==> src/rtl/fetch_pkg.sv <==
// rtl/fetch_pkg.sv - shared types, defaults and ROB age compare for the fetch redirect unit
package fetch_pkg;

  localparam int          TAG_W        = 4;
  localparam logic [31:0] RESET_PC_DEF = 32'h0000_0000;

  typedef struct packed {
    logic             wrap;
    logic [TAG_W-1:0] idx;
  } tag_t;

  typedef enum logic [0:0] {
    RUN   = 1'b0,
    REDIR = 1'b1
  } fstate_t;

  // A crossed wrap bit means the index order is inverted.
  function automatic logic older(tag_t a, tag_t b);
    if (a.wrap == b.wrap) return a.idx < b.idx;
    else                  return a.idx > b.idx;
  endfunction

endpackage

==> src/rtl/tag_age_cmp.sv <==
// rtl/tag_age_cmp.sv - combinational ROB age compare: a_older is set when tag a precedes tag b
module tag_age_cmp #(
  parameter int TAG_W = fetch_pkg::TAG_W
) (
  input  logic [TAG_W:0] a,
  input  logic [TAG_W:0] b,
  output logic           a_older
);

  always_comb begin
    a_older = 1'b0;
    if (a[TAG_W] == b[TAG_W]) a_older = a[TAG_W-1:0] < b[TAG_W-1:0];
    else                      a_older = a[TAG_W-1:0] > b[TAG_W-1:0];
  end

endmodule

==> src/rtl/fetch_redirect_unit.sv <==
// rtl/fetch_redirect_unit.sv - fetch PC owner, I-cache request driver and oldest-wins redirect/flush arbiter
module fetch_redirect_unit #(
  parameter logic [31:0] RESET_PC = fetch_pkg::RESET_PC_DEF,
  parameter int          TAG_W    = fetch_pkg::TAG_W
) (
  input  logic           clk,
  input  logic           rst,
  input  logic           br_valid,
  input  logic           br_taken,
  input  logic [31:0]    br_target,
  input  logic [TAG_W:0] br_tag,
  input  logic           xcpt_valid,
  input  logic [31:0]    xcpt_pc,
  input  logic           commit_valid,
  input  logic [TAG_W:0] commit_tag,
  input  logic           fetch_stall,
  output logic           if_req_valid,
  output logic [31:0]    if_req_pc,
  input  logic           if_req_ready,
  output logic           flush_valid,
  output logic           flush_all,
  output logic [TAG_W:0] flush_tag
);
  import fetch_pkg::*;

  logic [31:0]    pc, pc_next;
  logic           rst_q;
  logic           kw_valid, kw_valid_next;
  logic [TAG_W:0] kw_tag, kw_tag_next;
  fstate_t        state, state_next;
  logic           br_older, kw_live, take_br, redirect, accept;

  tag_age_cmp #(.TAG_W(TAG_W)) u_age (
    .a       (br_tag),
    .b       (kw_tag),
    .a_older (br_older)
  );

  assign if_req_valid = !rst_q && !fetch_stall;
  assign if_req_pc    = pc;
  assign accept       = if_req_valid && if_req_ready;

  always_comb begin
    // A retiring kill-window owner frees the window before the new branch is judged.
    kw_live       = kw_valid && !(commit_valid && (commit_tag == kw_tag));
    take_br       = !xcpt_valid && br_valid && br_taken && (!kw_live || br_older);
    redirect      = xcpt_valid || take_br;
    pc_next       = pc;
    kw_valid_next = kw_live;
    kw_tag_next   = kw_tag;
    state_next    = state;

    if (xcpt_valid) begin
      pc_next       = xcpt_pc;
      kw_valid_next = 1'b0;
    end else if (take_br) begin
      pc_next       = br_target;
      kw_valid_next = 1'b1;
      kw_tag_next   = br_tag;
    end else if (accept) begin
      pc_next = pc + 32'd4;
    end

    case (state)
      RUN:     if (redirect) state_next = REDIR;
      REDIR:   if (!redirect && accept) state_next = RUN;
      default: state_next = RUN;
    endcase
  end

  always_ff @(posedge clk) begin
    if (rst) begin
      pc          <= RESET_PC;
      rst_q       <= 1'b1;
      kw_valid    <= 1'b0;
      kw_tag      <= '0;
      state       <= RUN;
      flush_valid <= 1'b0;
      flush_all   <= 1'b0;
      flush_tag   <= '0;
    end else begin
      pc          <= pc_next;
      rst_q       <= 1'b0;
      kw_valid    <= kw_valid_next;
      kw_tag      <= kw_tag_next;
      state       <= state_next;
      flush_valid <= redirect;
      flush_all   <= xcpt_valid;
      if (take_br) flush_tag <= br_tag;
    end
  end

endmodule

==> config.mk <==
export PLATFORM = sky130hd
export DESIGN_NAME = fetch_redirect_unit
export DESIGN_NICKNAME = d
export VERILOG_FILES = /design/src/rtl/fetch_pkg.sv /design/src/rtl/tag_age_cmp.sv /design/src/rtl/fetch_redirect_unit.sv
export SDC_FILE = /design/constraint.sdc
export NUM_CORES = 1
export LEC_CHECK = 0
export BUFFER_PORTS_ARGS = -buffer_cell sky130_fd_sc_hd__buf_2
export CAP_MARGIN = 5
export CELL_PAD_IN_SITES_DETAIL_PLACEMENT = 0
export CELL_PAD_IN_SITES_GLOBAL_PLACEMENT = 1
export CORE_MARGIN = 3
export CORE_UTILIZATION = 33
export CTS_CLUSTER_DIAMETER = 200
export DETAILED_ROUTE_END_ITERATION = 8
export PLACE_DENSITY_LB_ADDON = 0.1
export SKIP_LAST_GASP = 1
export SYNTH_ARGS = -nofsm -noshare
export SYNTH_HDL_FRONTEND = slang
export SYNTH_SLANG_ARGS = --single-unit
==> constraint.sdc <==
create_clock -name clk -period 2.9 [get_ports clk]
set_clock_uncertainty 0.05 [all_clocks]
set_input_delay 0.29 -clock clk [delete_from_list [all_inputs] [get_ports clk]]
set_output_delay 0.29 -clock clk [all_outputs]
set_load 0.02 [all_outputs]
==> flow_summary_export.csv <==
group,metric,value,unit
status,outcome,"completed",
logic_synthesis,syn_inst,352,
logic_synthesis,async_reset_ff_frac,0,
logic_synthesis,synth_seq_cells,46,
die,die_x,97.8,um
worst_setup_path,crit_fanout,8,
timing,fin_crit_sh,0.935,
power_and_ir_drop,p_leak,1.60,nW
routing,vias,2933,
die,rows,32,
timing,hold-worst-slack,129,ps
placement,dp_hpwl,6.47,mm
worst_setup_path,end_kind,"flop",
timing,drv_slew,0,
routing,viasPerCell,5.14,
finish,final_nets,555,
hold_path,hold_class,"primary input to flop",
cts,clkTransAtPathRegs,90,ps
logic_synthesis,synth_edf_count,0,
timing,worst_pin_slew,652,ps
routing,drc,0,
cts,htreeDepth,2,
logic_synthesis,synth_warnings,0,
cts,root_buffer,"clkbuf_8",
timing,setup_ws,188,ps
job,maxCapViolCount,0,
logic_synthesis,ys_seq_area_frac,0.331,
grt,first_global_vias,2883,
timing,slew_headroom,0.565,
cts,cts_tree,"done",
worst_setup_path,setup.worst_path.class,"flop to flop",
logic_synthesis,synth_cell_type_count,46,
timing,finalSetupViolCount,0,
grt,grt_overflow_total,0,
grt,grt_max_degree,54,
routing,drt-initial-drc-count,76,
power_and_ir_drop,fin_total_pwr,1.66,mW
grt,antenna_found_initial,0,
worst_setup_path,startpoint_type,"flop",
placement,gp_congestion,0.784,
cts,clockBufferDepth,2,
cts,cts_inserted_buffers,5,
finish,regArea,921,um^2
placement,place.port_buffers,121,
cts,cts-resized-gates,0,
power_and_ir_drop,powerDensity,456,nW/um^2
routing,final_antenna_net_count,0,
worst_setup_path,crit_arrival,2860,ps
timing,final-hold-violation-count,0,
timing,rsz0062_at_grt,"false",
logic_synthesis,syn-mean-instance-area,7.90,um^2
grt,grt_pass1_wl,14.4,mm
logic_synthesis,syn_nets,439,
logic_synthesis,synth_top_flop_cell,"dfxtp_1",
worst_setup_path,crit_chain,"inv_1 -> ha_1 -> nor2b_1 -> o211ai_2 -> and3b_1 -> o311ai_4 -> nand2b_1 -> mux2_1 -> a221o_1",
worst_setup_path,slowest_delay,420,ps
power_and_ir_drop,max-vdd-ir-drop,0.181,mV
grt,grt.total_usage,0.183,
finish,layout_commonest_cell,"buf_2",
timing,setup-tns-final,0,ps
cts,cts.sinks,46,
placement,dp_slack,168,ps
finish,multi_input_area,1740,um^2
finish,final_cell_area,3640,um^2
die,core_area,7970,um^2
finish,area_growth,30.9,%
timing,max_freq,369,MHz
routing,dr.pass1.iters,4,
placement,place_area,3500,um^2
die,initial_core_util,0.349,
routing,routedWlPerCell,15.5,um
finish,fillers,841,
die,io_pins,122,
routing,routed_wl,8.86,mm
cts,cts_hold_buf,0,
finish,drive_above_1_share,0.311,
finish,final_cell_mix,"buf_2, nand2_1, dfxtp_1, a21oi_1, nor2_1",
finish,n_antenna_cell,0,
cts,post-cts-setup-buffer-count,0,
worst_setup_path,crit_slowest_cell,"nand2b_1",
die,die-area,9570,um^2
cts,insertion_delay,300,ps
die,die_y,97.8,um
timing,final.min_clock_period,2710,ps
worst_setup_path,cp.required,3040,ps
logic_synthesis,syn_area,2780,um^2
==> metrics by stage <==
stage               utilization  std cells
global route              0.457        571
finish                    0.457        571
detailed placement        0.440        563
CTS                       0.457        571
global placement          0.440        563
floorplan                     -        352
==> registers in the layout (all words and copies together) (netlist names) <==
register	flops
flush_all	1
flush_tag	5
flush_valid	1
if_req_pc	32
kw_tag	5
kw_valid	1
rst_q	1
==> critical path: cells and delay by family, from the launching register on <==
kind / cells / cell delay, ps
and+or+nand+nor: 3 / 790
buffers and inverters: 1 / 60
adders and majority gates: 1 / 290
AOI/OAI and AO/OA: 3 / 680
muxes: 1 / 370
DFF: 1 / 380
==> final timing paths <==
check                                  start             to  slack, ps  cells after the start
worst max register to register     kw_tag[1]  if_req_pc[24]        190                      9
worst min register to register  flush_tag[2]   flush_tag[2]        410                      2
worst min-delay path              xcpt_pc[2]   if_req_pc[2]        130                      3
worst max-delay path               kw_tag[1]  if_req_pc[24]        190                      9
==> cell type report <==
class / instances / share of cell area
Timing Repair Buffer: 129 / 0.186
Sequential cell: 46 / 0.253
Clock buffer: 5 / 0.0189
Clock inverter: 3 / 0.0189
Inverter: 10 / 0.0103
Multi-Input combinational cell: 276 / 0.478
Tap cell: 102 / 0.0350
==> kinds of logic (layout without fill, tap and decap cells) <==
family                     count (synthesis)  after routing  synth area share
xor gates and xnor gates                  31             31            0.0976
buffers and inverters                     30            147            0.0432
AOI/OAI and AO/OA                         90             90             0.225
DFF                                       46             46             0.331
and+or+nand+nor                          140            140             0.240
adders and majority gates                  5              5            0.0225
muxes                                     10             10            0.0405
==> synthesized netlist by cell type (3+ instances only) <==
| cell type | number | area (um^2) |
|---|---|---|
| clkbuf_1 | 14 | 52.6 |
| xnor2_1 | 20 | 175 |
| dfxtp_1 | 46 | 921 |
| a211oi_1 | 6 | 45.0 |
| nor2_1 | 24 | 90.1 |
| a311oi_1 | 4 | 35.0 |
| inv_1 | 9 | 33.8 |
| buf_2 | 6 | 30.0 |
| and2_1 | 12 | 75.1 |
| o221ai_1 | 8 | 70.1 |
| and3_1 | 4 | 25.0 |
| a21oi_1 | 25 | 125 |
| ha_1 | 5 | 62.6 |
| nand2_1 | 58 | 218 |
| a221o_1 | 7 | 70.1 |
| mux2_1 | 6 | 67.6 |
| o22ai_1 | 4 | 25.0 |
| nand4_1 | 8 | 50.1 |
| nand3_1 | 17 | 85.1 |
| nor3_1 | 4 | 20.0 |
| o21ai_0 | 16 | 80.1 |
| and4_1 | 3 | 26.3 |
| xor2_1 | 11 | 96.3 |
| o211ai_1 | 9 | 67.6 |
| mux2i_1 | 3 | 30.0 |
| a31oi_1 | 3 | 18.8 |
==> per-layer routing <==
| metal | part of all wire | up-vias | routed length, um | global-route usage |
|---|---|---|---|---|
| li1 | - | 1493 | - | - |
| met5 | 0 | - | 0 | 0 |
| met4 | 0.013 | 0 | 119 | 0.0479 |
| met2 | 0.46 | 93 | 4090 | 0.303 |
| met3 | 0.065 | 10 | 580 | 0.0429 |
| met1 | 0.46 | 1337 | 4080 | 0.240 |
==> where the power goes <==
part | leakage [nW] | switching, mW | internal, mW
Sequential | 0.380 | 0.0526 | 0.674
Clock | 0.0683 | 0.235 | 0.345
Combinational | 1.15 | 0.199 | 0.155
Total | 1.60 | 0.487 | 1.17
No activity file was read; power rests on OpenSTA's default activity.
